File: src/rtl/addsub_pkg.sv
// Shared definitions for the pipelined add/subtract unit.
//   OP_ADD / OP_SUB : encodings of the op select bit
//   mode_t          : per-beat mode bits that travel down the pipe with their operands
//   sat_value()     : clamp word for a saturating result (valid for widths up to MaxWidth)
package addsub_pkg;

  localparam logic OP_ADD = 1'b0;
  localparam logic OP_SUB = 1'b1;

  localparam int unsigned MaxWidth = 64;

  typedef struct packed {
    logic op;
    logic is_signed;
    logic sat;
  } mode_t;

  // Unsigned add clamps to all ones, unsigned sub to zero. Signed overflow always pushes the
  // true result in the direction of a's sign, so a_msb picks min (100..0) or max (011..1).
  // The low 'width' bits of the returned word hold the clamp value.
  function automatic logic [MaxWidth-1:0] sat_value(int unsigned width, logic is_signed,
                                                     logic a_msb, logic op);
    logic [MaxWidth-1:0] ones;
    logic [MaxWidth-1:0] mask;
    logic [MaxWidth-1:0] v;
    ones = {MaxWidth{1'b1}};
    mask = ones >> (MaxWidth - width);
    if (is_signed) begin
      v = a_msb ? (ones << (width - 1)) : (mask >> 1);
    end else begin
      v = (op == OP_SUB) ? '0 : mask;
    end
    return v & mask;
  endfunction

endpackage

File: src/rtl/addsub_if.sv
// Operand/result handshake bundle for addsub_pipe.
//   master : operand producer + result consumer (drives in_valid, a, b, op, is_signed, sat,
//            out_ready)
//   slave  : the arithmetic unit (drives in_ready, out_valid, result, carry, ovf, zero, neg)
interface addsub_if #(
  parameter int unsigned WIDTH = 8
);
  logic             in_valid;
  logic             in_ready;
  logic [WIDTH-1:0] a;
  logic [WIDTH-1:0] b;
  logic             op;
  logic             is_signed;
  logic             sat;
  logic             out_valid;
  logic             out_ready;
  logic [WIDTH-1:0] result;
  logic             carry;
  logic             ovf;
  logic             zero;
  logic             neg;

  modport master (
    output in_valid, a, b, op, is_signed, sat, out_ready,
    input  in_ready, out_valid, result, carry, ovf, zero, neg
  );

  modport slave (
    input  in_valid, a, b, op, is_signed, sat, out_ready,
    output in_ready, out_valid, result, carry, ovf, zero, neg
  );
endinterface

File: src/rtl/addsub_slice.sv
// Combinational W-bit adder slice: s = x + y + cin.
//   x, y : operands (y is already inverted by the caller for subtraction)
//   cin  : carry in
//   s    : W-bit sum
//   cout : carry out of the slice
//   ovf  : two's-complement overflow, meaningful only on the most significant slice
module addsub_slice #(
  parameter int unsigned W = 4
) (
  input  logic [W-1:0] x,
  input  logic [W-1:0] y,
  input  logic         cin,
  output logic [W-1:0] s,
  output logic         cout,
  output logic         ovf
);
  logic [W:0] full;

  always_comb begin
    full = {1'b0, x} + {1'b0, y} + {{W{1'b0}}, cin};
    s    = full[W-1:0];
    cout = full[W];
    ovf  = (x[W-1] == y[W-1]) && (s[W-1] != x[W-1]);
  end
endmodule

File: src/rtl/addsub_pipe.sv
// Pipelined add/subtract unit with optional saturation and status flags.
// The carry chain is split: stage 1 adds the low LO_W bits, stage 2 adds the high bits using
// the registered mid carry and produces the registered result and flags.
// Throughput one beat per cycle; two beats in flight at most.
//   clk, rst : clock and synchronous active-high reset
//   bus      : addsub_if slave port (operand handshake in, result handshake out)
// WIDTH must match the interface WIDTH, be even, >= 4 and <= 64.
module addsub_pipe
  import addsub_pkg::*;
#(
  parameter int unsigned WIDTH = 8,
  parameter int unsigned LO_W  = WIDTH / 2
) (
  input logic     clk,
  input logic     rst,
  addsub_if.slave bus
);
  localparam int unsigned HI_W = WIDTH - LO_W;

  typedef struct packed {
    logic [LO_W-1:0] lo_sum;
    logic            c_mid;
    logic [HI_W-1:0] a_hi;
    logic [HI_W-1:0] b_hi;  // already conditionally inverted
    mode_t           mode;
  } s1_payload_t;

  logic             s1_adv;
  logic             s2_adv;

  logic             s1_valid_q;
  s1_payload_t      s1_q;
  s1_payload_t      s1_d;

  logic             s2_valid_q;
  logic [WIDTH-1:0] result_q;
  logic             carry_q;
  logic             ovf_q;
  logic             zero_q;
  logic             neg_q;

  logic [WIDTH-1:0] b_eff;
  logic [LO_W-1:0]  lo_sum;
  logic             lo_cout;
  logic             lo_ovf_unused;

  logic [HI_W-1:0]  hi_sum;
  logic             hi_cout;
  logic             hi_sovf;

  logic [WIDTH-1:0] wrapped;
  logic [WIDTH-1:0] clamp;
  logic [WIDTH-1:0] result_d;
  logic             carry_d;
  logic             ovf_d;

  // Handshake: a stage may load when it is empty or its content moves on this edge.
  always_comb begin
    s2_adv = !s2_valid_q || bus.out_ready;
    s1_adv = !s1_valid_q || s2_adv;
  end

  assign bus.in_ready = s1_adv;

  // Stage 1: low slice
  assign b_eff = (bus.op == OP_ADD) ? bus.b : ~bus.b;

  addsub_slice #(
    .W (LO_W)
  ) u_lo (
    .x    (bus.a[LO_W-1:0]),
    .y    (b_eff[LO_W-1:0]),
    .cin  (bus.op),
    .s    (lo_sum),
    .cout (lo_cout),
    .ovf  (lo_ovf_unused)
  );

  always_comb begin
    s1_d                = '0;
    s1_d.lo_sum         = lo_sum;
    s1_d.c_mid          = lo_cout;
    s1_d.a_hi           = bus.a[WIDTH-1:LO_W];
    s1_d.b_hi           = b_eff[WIDTH-1:LO_W];
    s1_d.mode.op        = bus.op;
    s1_d.mode.is_signed = bus.is_signed;
    s1_d.mode.sat       = bus.sat;
  end

  always_ff @(posedge clk) begin
    if (rst) begin
      s1_valid_q <= 1'b0;
      s1_q       <= '0;
    end else if (s1_adv) begin
      s1_valid_q <= bus.in_valid;
      if (bus.in_valid) begin
        s1_q <= s1_d;
      end
    end
  end

  // Stage 2: high slice, flags, saturation
  addsub_slice #(
    .W (HI_W)
  ) u_hi (
    .x    (s1_q.a_hi),
    .y    (s1_q.b_hi),
    .cin  (s1_q.c_mid),
    .s    (hi_sum),
    .cout (hi_cout),
    .ovf  (hi_sovf)
  );

  always_comb begin
    wrapped  = {hi_sum, s1_q.lo_sum};
    // Subtraction reports borrow, the inverse of the adder carry-out.
    carry_d  = (s1_q.mode.op == OP_SUB) ? ~hi_cout : hi_cout;
    ovf_d    = s1_q.mode.is_signed ? hi_sovf : carry_d;
    clamp    = WIDTH'(sat_value(WIDTH, s1_q.mode.is_signed, s1_q.a_hi[HI_W-1], s1_q.mode.op));
    result_d = (s1_q.mode.sat && ovf_d) ? clamp : wrapped;
  end

  // Payload only loads with a real beat, so a stalled result never changes until retired.
  always_ff @(posedge clk) begin
    if (rst) begin
      s2_valid_q <= 1'b0;
      result_q   <= '0;
      carry_q    <= 1'b0;
      ovf_q      <= 1'b0;
      zero_q     <= 1'b0;
      neg_q      <= 1'b0;
    end else if (s2_adv) begin
      s2_valid_q <= s1_valid_q;
      if (s1_valid_q) begin
        result_q <= result_d;
        carry_q  <= carry_d;
        ovf_q    <= ovf_d;
        zero_q   <= (result_d == '0);
        neg_q    <= result_d[WIDTH-1] & s1_q.mode.is_signed;
      end
    end
  end

  assign bus.out_valid = s2_valid_q;
  assign bus.result    = result_q;
  assign bus.carry     = carry_q;
  assign bus.ovf       = ovf_q;
  assign bus.zero      = zero_q;
  assign bus.neg       = neg_q;

endmodule

File: src/flat_wrapper.sv
// flat-port wrapper written by rule: the top's interface ports become plain ports
module addsub_pipe_flat import addsub_pkg::*;
#(
  parameter int unsigned WIDTH = 8,
  parameter int unsigned LO_W  = WIDTH / 2
)
  (clk, rst, bus_in_valid, bus_a, bus_b, bus_op, bus_is_signed, bus_sat, bus_out_ready, bus_in_ready, bus_out_valid, bus_result, bus_carry, bus_ovf, bus_zero, bus_neg);
  addsub_if #(.WIDTH(WIDTH)) bus_i ();
  input logic clk;
  input logic rst;
  input wire logic [$bits(bus_i.in_valid)-1:0] bus_in_valid;
  input wire logic [$bits(bus_i.a)-1:0] bus_a;
  input wire logic [$bits(bus_i.b)-1:0] bus_b;
  input wire logic [$bits(bus_i.op)-1:0] bus_op;
  input wire logic [$bits(bus_i.is_signed)-1:0] bus_is_signed;
  input wire logic [$bits(bus_i.sat)-1:0] bus_sat;
  input wire logic [$bits(bus_i.out_ready)-1:0] bus_out_ready;
  output wire logic [$bits(bus_i.in_ready)-1:0] bus_in_ready;
  output wire logic [$bits(bus_i.out_valid)-1:0] bus_out_valid;
  output wire logic [$bits(bus_i.result)-1:0] bus_result;
  output wire logic [$bits(bus_i.carry)-1:0] bus_carry;
  output wire logic [$bits(bus_i.ovf)-1:0] bus_ovf;
  output wire logic [$bits(bus_i.zero)-1:0] bus_zero;
  output wire logic [$bits(bus_i.neg)-1:0] bus_neg;
  assign bus_i.in_valid = bus_in_valid;
  assign bus_i.a = bus_a;
  assign bus_i.b = bus_b;
  assign bus_i.op = bus_op;
  assign bus_i.is_signed = bus_is_signed;
  assign bus_i.sat = bus_sat;
  assign bus_i.out_ready = bus_out_ready;
  assign bus_in_ready = bus_i.in_ready;
  assign bus_out_valid = bus_i.out_valid;
  assign bus_result = bus_i.result;
  assign bus_carry = bus_i.carry;
  assign bus_ovf = bus_i.ovf;
  assign bus_zero = bus_i.zero;
  assign bus_neg = bus_i.neg;
  addsub_pipe #(.WIDTH(WIDTH), .LO_W(LO_W)) u_core (.clk(clk), .rst(rst), .bus(bus_i));
endmodule
File: config.mk
export PLATFORM = sky130hd
export DESIGN_NAME = addsub_pipe_flat
export DESIGN_NICKNAME = d
export VERILOG_FILES = /design/src/rtl/addsub_pkg.sv /design/src/rtl/addsub_if.sv /design/src/rtl/addsub_slice.sv /design/src/rtl/addsub_pipe.sv /design/src/flat_wrapper.sv
export SDC_FILE = /design/constraint.sdc
export NUM_CORES = 1
export LEC_CHECK = 0
export BUFFER_PORTS_ARGS = -buffer_cell sky130_fd_sc_hd__buf_2
export CORE_MARGIN = 5
export CORE_UTILIZATION = 30
export CTS_BUF_LIST = sky130_fd_sc_hd__clkbuf_4 sky130_fd_sc_hd__clkbuf_8
export CTS_CLUSTER_DIAMETER = 30
export DETAILED_ROUTE_END_ITERATION = 8
export PLACE_DENSITY = 0.54
export SKIP_LAST_GASP = 1
export SLEW_MARGIN = 20
export SYNTH_ARGS = -nofsm -noshare
export SYNTH_HDL_FRONTEND = slang
export SYNTH_SLANG_ARGS = --single-unit
File: constraint.sdc
create_clock -name clk -period 2.5 [get_ports clk]
set_input_delay 0.25 -clock clk [delete_from_list [all_inputs] [get_ports clk]]
set_output_delay 0.25 -clock clk [all_outputs]
set_load 0.01 [all_outputs]
==> summary.log <==
INFO  run_status     run_status=finished, final reports clean
INFO  floorplan      die_x=80.7µm
INFO  sta            max-slew-margin-rel=49.1%
INFO  sta            fin_skew=0.00293ns
INFO  floorplan      floorplan_die_area=6510µm²
INFO  route          tritonroute_pass_1_iters=4
INFO  power_and_ir_drop cellPowerDensity=601nW/µm²
INFO  route          dr.first_iter.drc_count=48
INFO  cts            cts_tree=built
INFO  cts            post_cts_clock_slew_at_the_launch_and_capture_registers_of_the_worst_setup_and_hold_paths=0.06ns
INFO  cts            cts_max_path_buffers=2
INFO  worst_hold_path min_path_cells=3
INFO  worst_setup_path cp_max_fo=3
INFO  worst_setup_path arrival=2.64ns
INFO  synthesis      synth_cells=173
INFO  layout         layout.cells.most_common_list=sky130_fd_sc_hd__buf_2 (36), sky130_fd_sc_hd__nand2_1 (29), sky130_fd_sc_hd__dfxtp_1 (29), sky130_fd_sc_hd__a21oi_1 (15), sky130_fd_sc_hd__nor2_1 (14)
INFO  layout         n_fill_cell=522
INFO  route          detail_route.wl_per_cell=11.3µm
INFO  floorplan      initial_utilization=31.3%
INFO  global_routing largest_net_degree_at_the_start_of_global_routing=24
INFO  layout         antenna_cells_inserted=0
INFO  route          routed-via-count=1269
INFO  sta            worstMarginPinSlew=0.763ns
INFO  sta            setup_viol=0
INFO  cts            clock_sink_count=30
INFO  synthesis      post_synth_instance_area=1500µm²
INFO  place          post_dp_cell_area=1770µm²
INFO  global_routing antenna_found_initial=0
INFO  layout         areaGrowthSynthToFinish=26.6%
INFO  layout         post-route-util=39.6%
INFO  floorplan      num_io_pins=37
INFO  global_routing via_count_of_the_first_global_routing_pass=1189
INFO  place          detailedPlacementHpwl=2420µm
INFO  route          via_per_inst=4.55
INFO  layout         layout-drive-gt1-share=32.1%
INFO  global_routing grt_first_pass_wirelength=5640µm
INFO  sta            hold_violations=0
INFO  sta            layout_setup_ws=0.0217ns
INFO  worst_setup_path criticalPathCategory=flop to flop
INFO  worst_setup_path critPathCaptureType=flop
INFO  sta            layout_worst_path_cycle_share=99.1%
INFO  route          drt.antenna.violating_nets=0
INFO  worst_setup_path rr_worst_depth=8
INFO  synthesis      postSynthAreaPerCell=8.66µm²
INFO  power_and_ir_drop power.ir.vdd_worst=246µV
INFO  synthesis      synthesis.yosys.warnings=0
INFO  synthesis      yosys.area.top_type_share=40.1%
INFO  place          pre_cts_slack=0.0269ns
INFO  synthesis      synthTopCellsByArea=sky130_fd_sc_hd__dfxtp_1 (40%), sky130_fd_sc_hd__a21oi_1 (7.4%), sky130_fd_sc_hd__nand2_1 (7.3%)
INFO  synthesis      synth_area_leader_cell=sky130_fd_sc_hd__dfxtp_1
INFO  cts            cts_hold_buffers=0
INFO  floorplan      core_region_area=4790µm²
INFO  route          drt_wl_total=3140µm
INFO  sta            rsz_0062_raised_after_global_routing=yes
INFO  place          place_congestion=0.714
INFO  route          drcViolationCount=0
INFO  sta            timing.final.crit_period=2.48ns
INFO  layout         final_nets=244
INFO  power_and_ir_drop total_leakage_power=0.836nW
INFO  cts            cts-htree-levels=2
INFO  place          placement.io_buffers=36
INFO  layout         layout.cells.most_common=sky130_fd_sc_hd__buf_2
INFO  floorplan      die-height=80.7µm
INFO  worst_setup_path startpoint_types=flop
INFO  layout         post-route-cell-area=1900µm²
INFO  floorplan      core.rowCount=25
INFO  synthesis      synth_cell_type_count=35
INFO  synthesis      ys_seq_elements=30
INFO  cts            tritoncts.num_buffers=5
INFO  cts            insertion_delay=0.27ns
INFO  sta            maxClockFrequency=404MHz
INFO  layout         multiInputGateArea=893µm²
INFO  global_routing track_usage=11.3%
INFO  global_routing gr-total-overflow=0
INFO  worst_setup_path required_time_of_the_worst_setup_path=2.67ns
INFO  cts            cts-root-buf=sky130_fd_sc_hd__clkbuf_8
INFO  synthesis      synth_nets=205
INFO  flow_run       cap_violations=0
INFO  worst_hold_path holdCritPathClass=input port to flop
INFO  sta            slew_violations=0
INFO  synthesis      yosysSeqAreaShare=40.1%
INFO  layout         regArea=602µm²
[logic make-up (layout without fill, tap and decap cells)]
family / after synthesis / in the layout / share of synthesized area [%]
compound gates: 50 / 50 / 21.0
xor+xnor: 13 / 13 / 7.60
fa+ha+maj: 9 / 9 / 9.02
buf+inv: 12 / 51 / 3.09
flops: 30 / 30 / 40.1
mux: 5 / 5 / 3.84
simple gates: 54 / 54 / 15.4
[critical path, cell delays in order, from the launching register on]
cell	delay, ns
sky130_fd_sc_hd__dfxtp_2	0.33
sky130_fd_sc_hd__fa_2	0.39
sky130_fd_sc_hd__fa_2	0.36
sky130_fd_sc_hd__a21o_1	0.20
sky130_fd_sc_hd__a21oi_2	0.18
sky130_fd_sc_hd__mux2i_2	0.34
sky130_fd_sc_hd__o21ai_4	0.09
sky130_fd_sc_hd__mux2_4	0.30
sky130_fd_sc_hd__a31o_1	0.19
[per-layer routing]
metal | vias to the layer above | global-route usage [%] | routed length (µm) | part of all wire, %
met1 | 561 | 15.3 | 1550 | 49
met5 | - | 0 | 0 | 0
met3 | 5 | 4.15 | 250 | 8.0
met4 | 0 | 5.07 | 53 | 1.7
li1 | 668 | - | - | -
met2 | 35 | 15.7 | 1290 | 41
[repair_timing]
| item | 4_1_cts | 5_1_grt |
|---|---|---|
| buffers inserted | 0 | 1 |
| endpoints found under the setup margin | 0 | 9 |
| resized for setup | 0 | 10 |
| hold endpoints to repair | 0 | 0 |
[power by group]
part	switching (W)	internal, W	leakage [nW]	total, W
registers	0.0000243	0.000513	0.248	0.000538
clock network	0.000157	0.000213	0.0452	0.000370
logic	0.000122	0.000110	0.543	0.000232
[Yosys cell counts (all sizes together)]
library cell	count
dfxtp	30
nand2	29
a21oi	23
nor2	14
o21ai	10
xnor2	9
a211oi	7
clkbuf	7
ha	6
a21o	4
xor2	4
fa	3
inv	3
mux2	3
buf	2
mux2i	2
nand2b	2
nor2b	2
o21a	2
a31o	1
and2	1
and3	1
nand3	1
nor3	1
nor3b	1
o21bai	1
o22a	1
o32ai	1
or2	1
or4	1
[stage by stage]
step / TNS [ns] / hold WS (ns) / total power (W) / cells
6_report: 0 / 0.211 / 0.00114 / 279
5_1_grt: -0.491 / 0.215 / 0.00122 / 279
4_1_cts: 0 / 0.203 / 0.00115 / 278
3_5_place_dp: 0 / 0.451 / 0.000771 / 271
3_3_place_gp: 0 / 0.448 / 0.000772 / 271
2_1_floorplan: 0 / 0.367 / 0.000702 / 173
[final cells by class]
type,count,area share [%]
Sequential cell,30,31.7
Inverter,3,0.594
Multi-Input combinational cell,131,47.1
Tap cell,67,4.42
Clock buffer,7,4.42
Timing Repair Buffer,41,11.7
[path summary, 6_finish.rpt]
check,slack (ns),to,from
worst max register to register,0.02,u_core.bus.zero,u_core.s1_q[11]
worst min-delay path,0.21,u_core.s1_valid_q,bus_in_valid
worst min register to register,0.46,u_core.s1_q[9],u_core.s1_q[9]
worst max-delay path,0.02,u_core.bus.zero,u_core.s1_q[11]
[flip-flops by register name, indices dropped and copies added, names as in the netlist]
signal                flops
u_core.s1_q              16
u_core.bus.result         8
u_core.bus.carry          1
u_core.bus.neg            1
u_core.bus.out_valid      1
u_core.bus.ovf            1
u_core.bus.zero           1
u_core.s1_valid_q         1
No activity file was read; power rests on OpenSTA's default activity.
